### src/rtl/fetch_pkg.sv
// Shared definitions for the instruction fetch stage: FSM encoding,
// reset/bubble defaults and the sequential-PC helper.
package fetch_pkg;

    typedef enum logic [1:0] {
        IDLE   = 2'd0,
        REQ    = 2'd1,
        HOLD   = 2'd2,
        SQUASH = 2'd3
    } fetch_state_e;

    localparam logic [31:0] FETCH_RESET_PC = 32'h0000_0000;
    localparam logic [31:0] FETCH_NOP_WORD = 32'h0000_0000;
    localparam logic [31:0] PC_STEP        = 32'd4;

    // Plain 32-bit addition: 32'hFFFF_FFFC + 4 wraps to zero.
    function automatic logic [31:0] next_seq_pc(input logic [31:0] pc);
        return pc + PC_STEP;
    endfunction

endpackage

### src/rtl/fetch_unit_pc_reg.sv
// Program counter register: 32-bit, load enable, asynchronous reset to RESET_PC.
module pc_reg
    import fetch_pkg::*;
#(
    parameter logic [31:0] RESET_PC = FETCH_RESET_PC
) (
    input  logic        clk_i,
    input  logic        rst_i,
    input  logic        load_i,
    input  logic [31:0] d_i,
    output logic [31:0] q_o
);

    logic [31:0] pc_q;

    // NOTE: sequential state is written with <= so every flop samples the
    // pre-edge values of its inputs, regardless of process ordering.
    always_ff @(posedge clk_i or posedge rst_i) begin
        if (rst_i) begin
            pc_q <= RESET_PC;
        end else if (load_i) begin
            pc_q <= d_i;
        end
    end

    assign q_o = pc_q;

endmodule

### src/rtl/fetch_unit.sv
// Instruction fetch stage: single-outstanding IMem request FSM, stall holding
// buffer, redirect squash handling and the IF/ID pipeline register.
module fetch_unit
    import fetch_pkg::*;
#(
    parameter logic [31:0] RESET_PC = FETCH_RESET_PC,
    parameter logic [31:0] NOP_WORD = FETCH_NOP_WORD
) (
    input  logic        Clk,
    input  logic        Reset,
    input  logic        PCSel,
    input  logic [31:0] BranchPC,
    input  logic        Stall_PC,
    input  logic [31:0] IMem_Data,
    input  logic        IMem_Ready,
    output logic        IMem_Req,
    output logic [31:0] IMem_Addr,
    output logic [31:0] IFID_Instruction,
    output logic [31:0] IFID_PCPlus4,
    output logic        IFID_Valid,
    output logic [31:0] PC_Out
);

    fetch_state_e state_q, state_d;

    logic [31:0] pc_q;
    logic [31:0] pc_d;
    logic        pc_load;
    logic [31:0] pc_plus4;

    logic [31:0] ifid_instr_q, ifid_instr_d;
    logic [31:0] ifid_pc4_q,   ifid_pc4_d;
    logic        ifid_valid_q, ifid_valid_d;

    logic [31:0] hold_buf_q, hold_buf_d;
    logic [31:0] pend_pc_q,  pend_pc_d;
    logic        imem_req;

    assign pc_plus4 = next_seq_pc(pc_q);

    pc_reg #(
        .RESET_PC (RESET_PC)
    ) u_pc_reg (
        .clk_i  (Clk),
        .rst_i  (Reset),
        .load_i (pc_load),
        .d_i    (pc_d),
        .q_o    (pc_q)
    );

    // NOTE: every variable driven here is given a default before the case
    // statement, so no path leaves one unassigned and no latch is inferred.
    always_comb begin
        state_d      = state_q;
        pc_load      = 1'b0;
        pc_d         = pc_plus4;
        ifid_instr_d = ifid_instr_q;
        ifid_pc4_d   = ifid_pc4_q;
        ifid_valid_d = ifid_valid_q;
        hold_buf_d   = hold_buf_q;
        pend_pc_d    = pend_pc_q;
        imem_req     = 1'b0;

        case (state_q)
            IDLE: begin
                state_d = REQ;
            end

            REQ: begin
                imem_req = 1'b1;
                if (PCSel) begin
                    // Redirect wins over stall; the word in flight is wrong-path.
                    ifid_instr_d = NOP_WORD;
                    ifid_valid_d = 1'b0;
                    if (IMem_Ready) begin
                        pc_load = 1'b1;
                        pc_d    = BranchPC;
                    end else begin
                        pend_pc_d = BranchPC;
                        state_d   = SQUASH;
                    end
                end else if (IMem_Ready) begin
                    if (Stall_PC) begin
                        hold_buf_d = IMem_Data;
                        state_d    = HOLD;
                    end else begin
                        ifid_instr_d = IMem_Data;
                        ifid_pc4_d   = pc_plus4;
                        ifid_valid_d = 1'b1;
                        pc_load      = 1'b1;
                    end
                end else if (!Stall_PC) begin
                    // Memory wait state: ID consumed the old word, feed it a bubble.
                    ifid_instr_d = NOP_WORD;
                    ifid_valid_d = 1'b0;
                end
            end

            HOLD: begin
                if (PCSel) begin
                    ifid_instr_d = NOP_WORD;
                    ifid_valid_d = 1'b0;
                    pc_load      = 1'b1;
                    pc_d         = BranchPC;
                    state_d      = REQ;
                end else if (!Stall_PC) begin
                    ifid_instr_d = hold_buf_q;
                    ifid_pc4_d   = pc_plus4;
                    ifid_valid_d = 1'b1;
                    pc_load      = 1'b1;
                    state_d      = REQ;
                end
            end

            SQUASH: begin
                // Old-address request must complete before the target is fetched.
                imem_req     = 1'b1;
                ifid_instr_d = NOP_WORD;
                ifid_valid_d = 1'b0;
                if (PCSel) begin
                    pend_pc_d = BranchPC;
                end
                if (IMem_Ready) begin
                    pc_load = 1'b1;
                    pc_d    = PCSel ? BranchPC : pend_pc_q;
                    state_d = REQ;
                end
            end

            default: begin
                state_d = IDLE;
            end
        endcase
    end

    // NOTE: the data-only registers (holding buffer, pending target) are reset
    // too; they are few and a known value keeps post-reset behaviour exact.
    always_ff @(posedge Clk or posedge Reset) begin
        if (Reset) begin
            state_q      <= IDLE;
            ifid_instr_q <= NOP_WORD;
            ifid_pc4_q   <= 32'h0000_0000;
            ifid_valid_q <= 1'b0;
            hold_buf_q   <= 32'h0000_0000;
            pend_pc_q    <= 32'h0000_0000;
        end else begin
            state_q      <= state_d;
            ifid_instr_q <= ifid_instr_d;
            ifid_pc4_q   <= ifid_pc4_d;
            ifid_valid_q <= ifid_valid_d;
            hold_buf_q   <= hold_buf_d;
            pend_pc_q    <= pend_pc_d;
        end
    end

    // Request is decoded from the asynchronously reset state, so it drops with Reset.
    assign IMem_Req         = imem_req;
    assign IMem_Addr        = pc_q;
    assign PC_Out           = pc_q;
    assign IFID_Instruction = ifid_instr_q;
    assign IFID_PCPlus4     = ifid_pc4_q;
    assign IFID_Valid       = ifid_valid_q;

endmodule

### config.mk
export PLATFORM = sky130hd
export DESIGN_NAME = fetch_unit
export DESIGN_NICKNAME = d
export VERILOG_FILES = /design/src/rtl/fetch_pkg.sv /design/src/rtl/fetch_unit_pc_reg.sv /design/src/rtl/fetch_unit.sv
export SDC_FILE = /design/constraint.sdc
export NUM_CORES = 1
export LEC_CHECK = 0
export ABC_AREA = 1
export ABC_CLOCK_PERIOD_IN_PS = 10600
export CAP_MARGIN = 10
export CORE_UTILIZATION = 46
export DETAILED_ROUTE_END_ITERATION = 10
export PLACE_DENSITY_LB_ADDON = 0.08
export SLEW_MARGIN = 20
export SYNTH_ARGS = -nofsm -noshare
export SYNTH_HDL_FRONTEND = slang
export SYNTH_HIERARCHICAL = 1
export SYNTH_SLANG_ARGS = --single-unit
### constraint.sdc
create_clock -name Clk -period 10.6 [get_ports Clk]
set_clock_uncertainty 0.05 [all_clocks]
set_input_delay 1.59 -clock Clk [delete_from_list [all_inputs] [get_ports Clk]]
set_output_delay 1.59 -clock Clk [all_outputs]
set_load 0.01 [all_outputs]
==> results <==
- The first-pass detailed-route iteration total is 6.
- Summed over all layers, the global routing overflow is 0.
- The flow ran to the end, and the final reports show no timing, DRC or antenna violations.
- The top flip-flop cell by instance count after synthesis is sky130_fd_sc_hd__dfrtp_1.
- The startpoint type of the worst setup path is an input pin.
- The area growth from synthesis to layout is 25.5%.
- The total I/O pin count is about 200.
- The count of distinct cell types in the synthesized netlist is 41.
- The path class of the lowest-slack min-delay path is reg -> reg.
- The post-synthesis cell count is around 1,300.
- Setup total negative slack on the finished layout was measured at 0 ps.
- The routed length per placed instance is about 16 µm.
- The floorplan step set the die height to 145 µm.
- In this run the register-to-register setup slack is 7610 ps.
- The count of yosys warnings during synthesis is 6.
- Across all setup checks in the final design, the least slack found is roughly 6300 ps.
- The routed layout has slightly below 9,000 vias.
- Across the run, the number of max-cap violations was 0.
- The maximum vdd ir drop is roughly 0.00023 V.
- The final count of pins violating max slew is 0.
- The start-to-end type of the worst setup path is in -> reg.
- The post-route clock period utilization is 40.4%.
- The final hold violation count was 0.
- The element type at the critical path end is a flip-flop.
- After clock tree synthesis, the setup repair step added 0 buffers.
- At the worst endpoint, the required time is 10,880 ps.
- The initialized floorplan defines 51 standard-cell rows.
- Synthesis inferred between 150 and 200 register bits.
- The die area is ~21,000 µm².
- Global routing used 26.3% of the available tracks.
- The minimum period implied by the final worst setup slack is around 4300 ps.
- For this design the static power due to leakage is 5.49 nW.
- The total DRC errors in the routed layout is 0.
- The number of nets in the finished design is around 1,500.
- The number of nets still failing antenna checks after routing is 0.
- The initial utilization of the core area, before any placement, comes to a little under half.
- Power spread over the standard cell area amounts to between 300 and 400 nW/µm².
- After clock tree synthesis, the repair step resized 0 gates.
- The number of CTS-inserted buffers is 17.
- Sequential elements use a little over two fifths of the synthesized area.
- The pre-CTS setup slack is between 6000 and 7000 ps.
- During placement, the flow inserted port buffers numbering just under 200.
- The depth of the CTS H-tree is 4.
- The via count of the first global-routing pass is about 8,000.
- The number of synthesized flops with an enable pin is 0.
- The number of nets handed over by synthesis was around 1,400.
- The pin count of the biggest net entering global routing is 79.
- The met2 wirelength from detailed routing is between 10,000 and 15,000 µm.
- The number of clock sinks is 163.
- The met3 wirelength from detailed routing is 2340 µm.
- The initial antenna violation count is 0.
- The later pin in the worst-skew pair is clocked with a latency of about 440 ps.
- After detailed routing, the wire length on met1 is around 13,000 µm.
- The placed wire-length estimate is 19,000 µm.
- The peak fanout along the critical path is between 50 and 60.
- Counting flops with an async set or reset pin after synthesis yields a share of 100%.
- The die extent in x is roughly 140 µm.
- The area of the core region is between 15,000 and 20,000 µm².
- The number of diodes is 0.
- The count of hold-fix buffers inserted at cts is 0.
- The root buffer selected by CTS is sky130_fd_sc_hd__clkbuf_16.
- The number of placed instances, taps included is about 1,700.
- The first routing iteration left slightly above 700 violations.
- Leaving out filler cells and counting taps, the final layout contains 1,698.
- The worst slew margin relative to its limit is 30.2%.
- The cell area after synthesis is 9400 µm².
- The clock slew seen by the registers of the worst setup and hold paths is approximately 70 ps.
- The arrival time at the worst endpoint is 4560 ps.
- The slew at the pin closest to its max-slew limit is 1040 ps.
- The average footprint of a synthesized cell is a little over 7 µm².
- After detailed routing, no signal wire sits above met4.
- The global-route wire length before repair is 43,800 µm.
- After detailed routing, the total wire length is about 27,000 µm.
- The upper clock frequency limit is 234 MHz.
- Setup repair after global routing left no endpoint under its margin.
- The number of endpoints failing setup at the final stage is 0.
- The CTS tree is yes.
- After detailed routing, the number of vias per cell comes to 5.24.
- Routability-driven placement finished with a final weighted congestion of between 0.8 and 0.9.
- In this run the deepest clock path goes through 2 buffers.
- The fraction of final layout cells sized beyond drive strength 1 is approximately 5%.
[state kept, by name (all words and copies together), names as in the netlist]
register	flops
pend_pc_q	32
hold_buf_q	32
IFID_Valid	1
u_pc_reg/q_o	32
IFID_Instruction	32
IFID_PCPlus4	32
state_q	2
[placed cells by master (no fill, tap or decap), types with 8 or more instances in the layout]
master / instances
sky130_fd_sc_hd__dfrtp_1: 163
sky130_fd_sc_hd__o211ai_1: 34
sky130_fd_sc_hd__o21ai_0: 113
sky130_fd_sc_hd__nor3_1: 8
sky130_fd_sc_hd__nand3_1: 47
sky130_fd_sc_hd__o21a_1: 32
sky130_fd_sc_hd__a21oi_1: 40
sky130_fd_sc_hd__buf_4: 9
sky130_fd_sc_hd__nor2_1: 130
sky130_fd_sc_hd__nand2_2: 12
sky130_fd_sc_hd__nand2_1: 449
sky130_fd_sc_hd__inv_1: 90
sky130_fd_sc_hd__a31oi_1: 12
sky130_fd_sc_hd__clkdlybuf4s50_1: 197
sky130_fd_sc_hd__clkbuf_16: 17
[cell usage after synthesis, drive strengths merged, types with 2 or more instances]
cell type,instances,area [µm²]
nand2,462,1760
dfrtp,163,4080
nor2,134,513
o21ai,117,586
inv,97,372
buf,73,502
nand3,48,245
a21oi,42,221
o211ai,34,255
o21a,32,240
clkbuf,27,131
a31oi,12,75.1
nor3,8,40.0
ha,6,75.1
o31ai,6,45.0
xor2,6,52.6
nand4,5,31.3
xnor2,4,35.0
or2,3,18.8
a221oi,2,17.5
a22o,2,17.5
a32o,2,20.0
and2,2,12.5
[layout make-up]
type	count	area, µm²
tap	265	332
timing repair buffer	208	2060
sequential	163	4080
clock inverter	14	184
fill	1821	7930
multi-input combinational	933	4330
clock buffer	18	439
inverter	97	374
[per-stage QoR]
step	utilization, %	hold WS [ps]	instance area [µm²]	total power [W]
4_1_cts	59.8	433	11800	0.00361
2_1_floorplan	-	394	9400	0.00232
6_report	59.8	428	11800	0.00361
5_1_grt	59.8	453	11800	0.00389
3_3_place_gp	56.6	411	11200	0.00291
3_5_place_dp	56.6	415	11200	0.00295
[cell families after synthesis]
logic type / Yosys count / synth area share [%]
XOR/XNOR: 10 / 0.932
AO/OA/AOI/OAI: 254 / 16.1
buffers and inverters: 197 / 10.7
AND/OR/NAND/NOR: 663 / 28.0
flip-flops: 163 / 43.4
adder cells (fa/ha/maj): 6 / 0.799
[report_power, final]
group	total [W]	internal, W	switching, W
clock	0.000655	0.000367	0.000288
combinational	0.00181	0.000789	0.00102
sequential	0.00114	0.000911	0.000227
total	0.00361	0.00207	0.00154
[critical path, cell delays in order]
cell and delay (ps):
sky130_fd_sc_hd__buf_2 70, sky130_fd_sc_hd__buf_4 440, sky130_fd_sc_hd__inv_2 510, sky130_fd_sc_hd__nand2_1 250, sky130_fd_sc_hd__clkinv_1 830, sky130_fd_sc_hd__nor2_1 320, sky130_fd_sc_hd__nand3_1 130, sky130_fd_sc_hd__a32o_1 230
sky130_fd_sc_hd__nand2_1 80, sky130_fd_sc_hd__nand2_1 60
[per-layer routing]
| metal | vias up | track usage, % |
|---|---|---|
| li1 | 4396 | - |
| met1 | 4119 | 40.7 |
| met2 | 364 | 36.7 |
| met3 | 22 | 5.97 |
| met4 | 0 | 6.12 |
| met5 | - | 0 |
[final timing paths]
| kind | startpoint | end | cells after the start |
|---|---|---|---|
| setup / recovery | PCSel | u_pc_reg/q_o[0] | 10 |
| hold / removal | IFID_PCPlus4[0] | IFID_PCPlus4[0] | 2 |
| setup reg to reg | state_q[0] | u_pc_reg/q_o[3] | 11 |
| hold reg to reg | IFID_PCPlus4[0] | IFID_PCPlus4[0] | 2 |
| max in group asynchronous | Reset | pend_pc_q[29] | 3 |
| min in group asynchronous | Reset | hold_buf_q[9] | 2 |
No activity file was read; power rests on OpenSTA's default activity.
